[config.mk]
export PLATFORM = sky130hd
export DESIGN_NAME = mul_issue_ctrl
export DESIGN_NICKNAME = d
export VERILOG_FILES = /design/src/rtl/mul_ctrl_pkg.sv /design/src/rtl/mul_rsp_fifo.sv /design/src/rtl/mul_issue_ctrl.sv
export SDC_FILE = /design/constraint.sdc
export NUM_CORES = 1
export LEC_CHECK = 0
export BUFFER_PORTS_ARGS = -buffer_cell sky130_fd_sc_hd__buf_4
export CORE_ASPECT_RATIO = 0.9
export CORE_UTILIZATION = 56
export DETAILED_ROUTE_END_ITERATION = 16
export PLACE_DENSITY = 0.84
export SLEW_MARGIN = 20
export SYNTH_ARGS = -nofsm -noshare
export SYNTH_HDL_FRONTEND = slang
export SYNTH_SLANG_ARGS = --single-unit
[constraint.sdc]
create_clock -name CLK -period 5.2 [get_ports CLK]
set_input_delay 1.04 -clock CLK [delete_from_list [all_inputs] [get_ports CLK]]
set_output_delay 1.04 -clock CLK [all_outputs]
set_load 0.005 [all_outputs]
[src/rtl/mul_ctrl_pkg.sv]
// Shared definitions for the multiply issue controller.
// funct3 encodings, default latency and the response entry layout.
package mul_ctrl_pkg;

    localparam logic [2:0] F3_MUL    = 3'b000;
    localparam logic [2:0] F3_MULH   = 3'b001;
    localparam logic [2:0] F3_MULHSU = 3'b010;
    localparam logic [2:0] F3_MULHU  = 3'b011;

    localparam int MUL_LAT_DEF = 3;
    localparam int RD_W        = 5;

    typedef struct packed {
        logic [RD_W-1:0] rd;
        logic [31:0]     data;
    } rsp_t;

endpackage

[src/rtl/mul_rsp_fifo.sv]
// Circular response buffer with occupancy count and synchronous clear.
// When empty the output holds the last head value that was shown.
module mul_rsp_fifo
    import mul_ctrl_pkg::*;
#(
    parameter int DEPTH = 4,
    parameter int W     = $bits(rsp_t)
) (
    input  logic                       clk_i,
    input  logic                       rst_i,
    input  logic                       clr_i,
    input  logic                       push_i,
    input  logic [W-1:0]               din_i,
    input  logic                       pop_i,
    output logic [W-1:0]               dout_o,
    output logic                       valid_o,
    output logic [$clog2(DEPTH+1)-1:0] count_o
);

    localparam int AW = (DEPTH > 1) ? $clog2(DEPTH) : 1;
    localparam int CW = $clog2(DEPTH + 1);

    logic [W-1:0]  mem_q [DEPTH];
    logic [AW-1:0] wr_q, wr_d;
    logic [AW-1:0] rd_q, rd_d;
    logic [CW-1:0] cnt_q, cnt_d;
    logic [W-1:0]  hold_q;
    logic          do_push;
    logic          do_pop;

    function automatic logic [AW-1:0] wrap_inc(input logic [AW-1:0] p);
        return (p == AW'(DEPTH - 1)) ? '0 : p + AW'(1);
    endfunction

    // Pointer and occupancy next state; clear beats push and pop
    always_comb begin
        do_push = push_i && !clr_i;
        do_pop  = pop_i && (cnt_q != '0) && !clr_i;
        wr_d    = do_push ? wrap_inc(wr_q) : wr_q;
        rd_d    = do_pop ? wrap_inc(rd_q) : rd_q;
        cnt_d   = cnt_q + CW'(do_push) - CW'(do_pop);
        if (clr_i) begin
            wr_d  = '0;
            rd_d  = '0;
            cnt_d = '0;
        end
    end

    // Control registers; hold_q tracks the head while it is visible
    always_ff @(posedge clk_i or posedge rst_i) begin
        if (rst_i) begin
            wr_q   <= '0;
            rd_q   <= '0;
            cnt_q  <= '0;
            hold_q <= '0;
        end else begin
            wr_q  <= wr_d;
            rd_q  <= rd_d;
            cnt_q <= cnt_d;
            if (cnt_q != '0) hold_q <= mem_q[rd_q];
        end
    end

    // Entry storage, written at the tail
    always_ff @(posedge clk_i) begin
        if (do_push) mem_q[wr_q] <= din_i;
    end

    assign valid_o = (cnt_q != '0);
    assign dout_o  = valid_o ? mem_q[rd_q] : hold_q;
    assign count_o = cnt_q;

    // Credits reserve a slot for every op in flight, so a push never meets a full buffer
    a_no_overflow: assert property (@(posedge clk_i) disable iff (rst_i)
        !(push_i && !clr_i && cnt_q == CW'(DEPTH)))
        else $error("mul_rsp_fifo push overflow");

endmodule

[src/rtl/mul_issue_ctrl.sv]
// Issue controller for the fixed-latency pipelined RV32M multiplier.
// Optional perf counters (perf_issued/perf_stall) when MUL_CTRL_PERF_CNT_EN is defined.
module mul_issue_ctrl
    import mul_ctrl_pkg::*;
#(
    parameter int MUL_LAT    = MUL_LAT_DEF,
    parameter int FIFO_DEPTH = 4,
    parameter int TAG_W      = RD_W
) (
    input  logic             CLK,
    input  logic             RST,
    input  logic             req_valid,
    output logic             req_ready,
    input  logic [2:0]       req_funct3,
    input  logic [31:0]      req_rs1,
    input  logic [31:0]      req_rs2,
    input  logic [TAG_W-1:0] req_rd,
    input  logic             flush,
    output logic [31:0]      mul_A,
    output logic [31:0]      mul_B,
    output logic [1:0]       mul_mode,
    input  logic [63:0]      mul_product,
    output logic             rsp_valid,
    input  logic             rsp_ready,
    output logic [TAG_W-1:0] rsp_rd,
    output logic [31:0]      rsp_data,
    output logic             busy
`ifdef MUL_CTRL_PERF_CNT_EN
    ,
    output logic [31:0]      perf_issued,
    output logic [31:0]      perf_stall
`endif
);

    localparam int FCW = $clog2(FIFO_DEPTH + 1);
    localparam int CW  = $clog2(MUL_LAT + FIFO_DEPTH + 1);
    localparam int EW  = TAG_W + 32;

    logic               fire;
    logic               issue;
    logic [MUL_LAT-1:0] vld_q, vld_d;
    logic [MUL_LAT-1:0] hi_q, hi_d;
    logic [TAG_W-1:0]   rd_q [MUL_LAT];
    logic [TAG_W-1:0]   rd_d [MUL_LAT];
    logic [CW-1:0]      pipe_cnt;
    logic [FCW-1:0]     fifo_cnt;
    logic               push;
    logic [EW-1:0]      push_ent;
    logic [EW-1:0]      head_ent;
    logic               fifo_valid;

    // Credits from registered occupancy; operands go out only on a legal issue
    always_comb begin
        pipe_cnt = '0;
        for (int i = 0; i < MUL_LAT; i++) begin
            pipe_cnt = pipe_cnt + CW'(vld_q[i]);
        end
        req_ready = !flush && ((pipe_cnt + CW'(fifo_cnt)) < CW'(FIFO_DEPTH));
        fire      = req_valid && req_ready;
        issue     = fire && !req_funct3[2];
        mul_A     = issue ? req_rs1 : '0;
        mul_B     = issue ? req_rs2 : '0;
        mul_mode  = issue ? req_funct3[1:0] : 2'b00;
        busy      = (pipe_cnt != '0) || (fifo_cnt != '0);
    end

    // Tag pipe shifts in step with the multiplier; flush kills every tag
    always_comb begin
        vld_d[0] = issue;
        rd_d[0]  = req_rd;
        hi_d[0]  = (req_funct3 != F3_MUL);
        for (int i = 1; i < MUL_LAT; i++) begin
            vld_d[i] = vld_q[i-1];
            rd_d[i]  = rd_q[i-1];
            hi_d[i]  = hi_q[i-1];
        end
        if (flush) vld_d = '0;
    end

    // Tag pipe registers
    always_ff @(posedge CLK or posedge RST) begin
        if (RST) begin
            vld_q <= '0;
            hi_q  <= '0;
            for (int i = 0; i < MUL_LAT; i++) rd_q[i] <= '0;
        end else begin
            vld_q <= vld_d;
            hi_q  <= hi_d;
            for (int i = 0; i < MUL_LAT; i++) rd_q[i] <= rd_d[i];
        end
    end

    assign push     = vld_q[MUL_LAT-1];
    assign push_ent = {rd_q[MUL_LAT-1],
                       hi_q[MUL_LAT-1] ? mul_product[63:32] : mul_product[31:0]};

    mul_rsp_fifo #(
        .DEPTH (FIFO_DEPTH),
        .W     (EW)
    ) u_rsp_fifo (
        .clk_i   (CLK),
        .rst_i   (RST),
        .clr_i   (flush),
        .push_i  (push),
        .din_i   (push_ent),
        .pop_i   (rsp_ready),
        .dout_o  (head_ent),
        .valid_o (fifo_valid),
        .count_o (fifo_cnt)
    );

    assign rsp_valid = fifo_valid;
    assign rsp_rd    = head_ent[EW-1:32];
    assign rsp_data  = head_ent[31:0];

`ifdef MUL_CTRL_PERF_CNT_EN
    logic [31:0] perf_issued_q;
    logic [31:0] perf_stall_q;

    // Free-running event counters; flush leaves them alone
    always_ff @(posedge CLK or posedge RST) begin
        if (RST) begin
            perf_issued_q <= '0;
            perf_stall_q  <= '0;
        end else begin
            perf_issued_q <= perf_issued_q + 32'(issue);
            perf_stall_q  <= perf_stall_q + 32'(req_valid && !req_ready);
        end
    end

    assign perf_issued = perf_issued_q;
    assign perf_stall  = perf_stall_q;
`endif

endmodule

== Word level (Yosys, flattened, before mapping) ==
Memories as Yosys holds them, arrays and structs flattened.
Cells that the tools add are included.
Cells by class
  order comparisons: 1
  reductions and logical operators: 14
  add/sub/neg operators: 7
  equal/unequal tests: 2
  muxes and demuxes: 15
Operator list (number)
  32-bit 2-to-1 mux: 3
  37-bit 2-to-1 mux: 1
  2-bit 2-to-1 mux: 7
  3-bit nonzero test: 3
  1-bit logical AND: 6
  3-bit 2-to-1 mux: 2
  2-bit by 1-bit adder with 2-bit output (second input constant): 2
  2-bit equality test (second input constant): 2
  2-bit nonzero test: 2
  2-bit by 1-bit adder with 3-bit output: 1
  3-bit by 1-bit adder with 3-bit output: 1
  3-bit adder: 1
  3-bit < comparator (second input constant): 1
  3-bit by 1-bit subtractor with 3-bit output: 1
  1-bit by 1-bit adder with 2-bit output: 1
  1-bit logical NOT: 2
  1-bit 2-to-1 mux: 2
  1-bit logical OR: 1
Storage, ports and cells
  output and inout port bits: 106
  memory bits (writable): 148
  register bits: 65
  memories: 1
Memory list
  u_rsp_fifo.mem_q: depth 4, bits a word 37, read ports 1, clocked after Yosys merged registers in 0, write ports 1, RTL line mul_rsp_fifo.sv:23  | logic [W-1:0] mem_q [DEPTH];

== Longest topological paths before layout ==
  word-level depth: 8
  depth in mapped cells: 10

== By module ==
From an unflattened synthesis, not the netlist that was laid out.
Unflattened totals
  cells, all modules: 550
  area, all modules: 9327.7 µm²
Modules (own cells, without submodules)
  mul_rsp_fifo: area an instance 7133.1 µm², seq. area each 5545.3 µm², instances 1, cells an instance 316
  mul_issue_ctrl: area an instance 2194.6 µm², seq. area each 525.5 µm², instances 1, cells an instance 234

== Least setup slack after synthesis ==
Ideal clock, no wire load.
  kind: reg-to-output
  start point: reg vld_q[0]
  end point: out mul_A[24]
  buffers on the path: 2
  stages on the path, launching flop included: 8
  data arrival time: 2148 ps
  setup slack: 2012 ps
  cell sequence: dfrtp_1 fa_1 ha_1 a31oi_1 mux2_2 buf_2 clkbuf_2 and2_1
On the way
  word-level cells in the longest chain between the ends: 8
RTL lines
  start, declared: RTL line mul_issue_ctrl.sv:41  | logic [MUL_LAT-1:0] vld_q, vld_d;
  start signal, assigned: RTL line mul_issue_ctrl.sv:87  | vld_q <= vld_d;
  1-bit by 1-bit adder with 2-bit output: RTL line mul_issue_ctrl.sv:56  | pipe_cnt = pipe_cnt + CW'(vld_q[i]);
  2-bit by 1-bit adder with 3-bit output: RTL line mul_issue_ctrl.sv:56
  3-bit adder: RTL line mul_issue_ctrl.sv:58  | req_ready = !flush && ((pipe_cnt + CW'(fifo_cnt)) < CW'(FIFO_DEPTH));
  3-bit < comparator: RTL line mul_issue_ctrl.sv:58
  1-bit logical AND: RTL line mul_issue_ctrl.sv:58
  1-bit logical AND: RTL line mul_issue_ctrl.sv:59  | fire = req_valid && req_ready;
  1-bit logical AND: RTL line mul_issue_ctrl.sv:60  | issue = fire && !req_funct3[2];
  32-bit 2-to-1 mux: RTL line mul_issue_ctrl.sv:61  | mul_A = issue ? req_rs1 : '0;
  end, declared: RTL line mul_issue_ctrl.sv:19  | output logic [31:0] mul_A,
No other way between the ends.

== Final worst setup path ==
  start point: reg vld_q[0]
  end point: out mul_A[7]
Same word-level chain as after synthesis.

==> run summary <==
Boundary Pins -> 247
DRT iter0 DRCs -> 239
Gr usage total -> 24.4%
Endpoint of the lowest-slack register-to-register path -> u_rsp_fifo.count_o[2]$_DFF_PP0_
Overflow after GRT -> 0
Period Utilization, post-route -> 79.3%
Most instantiated library cell after synthesis -> sky130_fd_sc_hd__edfxtp_1
Clk Tree Root Cell -> sky130_fd_sc_hd__clkbuf_16
Maximum number of pins on one net before global-route repair -> 68
Diodes inserted -> 0
Net count after synthesis -> 613
Critical path, cell by cell -> fa_1 > ha_1 > a31oi_1 > mux2_2 > and2_1 > buf_4
Cell with the largest stage delay on the worst path -> sky130_fd_sc_hd__mux2_2
Hold_buf cts -> 0
Worst setup slack for register-to-register paths -> 2.64 ns
Number of instances resized during post-cts repair -> 0
Number of cells on the worst hold path -> 0
Residual DRC -> 0
Register area -> 6070 um2
Fraction of final layout cells sized beyond drive strength 1 -> 54.0%
Std-Cell Core Area -> 14900 um2
Avg WL per Cell -> 20.5 um
Crit. End Element -> output pin
Static leakage -> 0.00451 uW
DP HPWL -> 12.0 mm
Proportion of netlist area held by the largest area contributor -> 51.5%
Die area -> 15900 um2
Post-synth top area cell -> sky130_fd_sc_hd__edfxtp_1
Total Routed Length -> 18.9 mm
Count of different cell masters after synthesis -> 28
Flop and latch count out of synthesis -> 213
Clock net sink count -> 213
Per-cell via count in the routed design -> 5.37
Fin crit period -> 4.12 ns
Via count of the first global-routing pass -> 5407
Peak fanout along the critical path -> 67
Last weighted congestion value of the routability-driven placer -> 0.831
Total power -> 4970 uW
Cell area after technology mapping -> 8630 um2
Final hold violation count -> 0
First-pass GRT wire length -> 29.2 mm
Antenna violations before repair -> 0
Startpoint of the worst register-to-register path -> u_rsp_fifo.count_o[2]$_DFF_PP0_
Most used standard cells in the synthesized netlist -> sky130_fd_sc_hd__edfxtp_1, sky130_fd_sc_hd__and2_1, sky130_fd_sc_hd__mux2_2, sky130_fd_sc_hd__dfrtp_1, sky130_fd_sc_hd__mux4_2
Worst Clk Skew -> 0.00837 ns
Count of warnings emitted by yosys -> 0
Sequential share of the synthesized area -> 70.4%
Final number of setup-violating endpoints -> 0
Post-CTS setup repair buffer count -> 0
CTS max path bufs -> 3
Max-Slew Margin vs Limit -> 28.4%
Required time of the critical path -> 4.16 ns
Reported max-cap violation count -> 0
Footprint of the multi-input gates -> 2390 um2
Worst path top cell family by delay -> multiplexers
Worst VDD drop -> 0.380 mV
Clock-pin slew of the registers on the worst-case setup and hold paths -> 0.06 ns
Total number of vias -> 4942
Setup repair after global routing missed its margin -> no
Number of input and output port buffers inserted -> 246
Syn-to-layout area delta -> 30.7%
Worst Tran Pin Value -> 1.07 ns
Startpoint of the lowest-slack hold path -> rd_d[5]$_DFF_PP0_
Maximum level of the CTS H-tree -> 1
Count of nets left with antenna violations after detail routing -> 0
CP peak stage delay -> 0.78 ns
Initial DRT Pass Iterations -> 4
Overall die height -> 120 um
Summed negative setup slack over all endpoints -> 0 ns
Cell count of the worst reg-to-reg path -> 10
Top area cells in the synthesized netlist -> sky130_fd_sc_hd__edfxtp_1, sky130_fd_sc_hd__dfrtp_1, sky130_fd_sc_hd__mux4_2
Net count, final -> 859
Crit path buf inv count -> 1
Share of flip-flops with an asynchronous set or reset -> 30.5%
Power density normalized to cell area -> 441 nW/um2
Skew-Pair Late Insertion Delay -> 0.48 ns
Count of fill cells added during filler insertion -> 884
Data arrival time of the critical path -> 3.08 ns
Clock buffer count from CTS -> 21
Number of flops mapped to enable cells by yosys -> 148
Mapped Cells -> 462
Worst min-delay path category -> reg2reg
Max-slew violation count -> 0
CTS tree -> yes
Ys flop type -> sky130_fd_sc_hd__edfxtp_1
Status -> complete, no violations
Achievable frequency -> 243 MHz
End point of the most critical hold path -> rd_d[0]$_DFF_PP0_
Num rows -> 42
Critical path class -> reg2out
Synthesized area per cell -> 18.7 um2
X dimension of the die -> 133 um
Startpoint kind of the worst setup timing path -> flop
Effective utilization at floorplan -> 58.0%
-- final cells by class --
type	instances	share of cell area [%]
inverters	7	0.233
flip-flops and latches	213	53.9
multi-input cells	217	21.2
well taps	198	2.20
clock inverters	6	0.666
repair buffers	248	16.5
clock buffers	31	5.36
-- flip-flops by register name, summed over array words and instances, names as in the netlist --
name                cells
u_rsp_fifo.count_o      3
u_rsp_fifo.mem_q      148
u_rsp_fifo.wr_q         2
vld_q                   3
push_ent                5
rd_d                   10
u_rsp_fifo.hold_q      37
hi_q                    3
u_rsp_fifo.rd_q         2
-- per-layer routing --
metal  global-route usage, %  wire length [um]  vias to the layer above
li1                        -                 -                     2227
met1                    32.4              7700                     2500
met2                    42.0              9650                      185
met3                    5.45              1220                       30
met4                    4.67               323                        0
met5                       0                 0                        -
-- kinds of logic after synthesis --
group,Yosys count,synth area share [%]
flops,213,70.4
mux,108,18.9
simple gates,92,6.47
buf+inv,32,2.09
fa+ha+maj,10,1.62
compound gates,5,0.334
xor+xnor,2,0.203
-- power by group --
part,total [uW],internal [uW],switching [uW]
combinational,1380,822,560
clock,1480,900,584
sequential,2100,2000,103
-- per-stage QoR --
stage               hold slack [ns]  instances  setup WS (ns)  utilization, %  area, um2
floorplan                     0.331        462           2.01               -       8630
global placement              0.331        883           1.67            71.2      10600
detailed placement            0.336        883           1.53            71.2      10600
CTS                           0.349        920           1.10            75.8      11300
global route                  0.360        920          0.925            75.8      11300
finish                        0.348        920           1.08            75.8      11300
-- cells in the final DEF, fill, tap and decap left out, types with 2 or more instances in the layout --
master,count
sky130_fd_sc_hd__clkbuf_16,22
sky130_fd_sc_hd__clkbuf_1,7
sky130_fd_sc_hd__mux2_2,70
sky130_fd_sc_hd__ha_1,8
sky130_fd_sc_hd__buf_4,248
sky130_fd_sc_hd__and2_1,67
sky130_fd_sc_hd__and2_2,4
sky130_fd_sc_hd__nand2_1,2
sky130_fd_sc_hd__or3_1,3
sky130_fd_sc_hd__bufinv_16,2
sky130_fd_sc_hd__clkinv_1,4
sky130_fd_sc_hd__dfrtp_2,3
sky130_fd_sc_hd__nor2b_1,3
sky130_fd_sc_hd__fa_1,2
sky130_fd_sc_hd__a21oi_1,3
sky130_fd_sc_hd__nor2_1,7
sky130_fd_sc_hd__mux4_2,37
sky130_fd_sc_hd__dfrtp_1,62
sky130_fd_sc_hd__edfxtp_1,148
sky130_fd_sc_hd__clkbuf_8,2
sky130_fd_sc_hd__inv_1,6
-- worst max path at each step --
stage                            start        end  slack (ns)  cells past startpoint
floorplan           vld_q[0]$_DFF_PP0_  mul_A[24]        2.01                      7
global placement                 flush   mul_A[6]        1.67                      5
detailed placement               flush   mul_A[7]        1.53                      5
CTS                 vld_q[0]$_DFF_PP0_   mul_A[7]        1.10                      6
global route        vld_q[0]$_DFF_PP0_   mul_A[7]        0.92                      6
finish              vld_q[0]$_DFF_PP0_   mul_A[7]        1.08                      6
(Power assumes the default switching activity.)
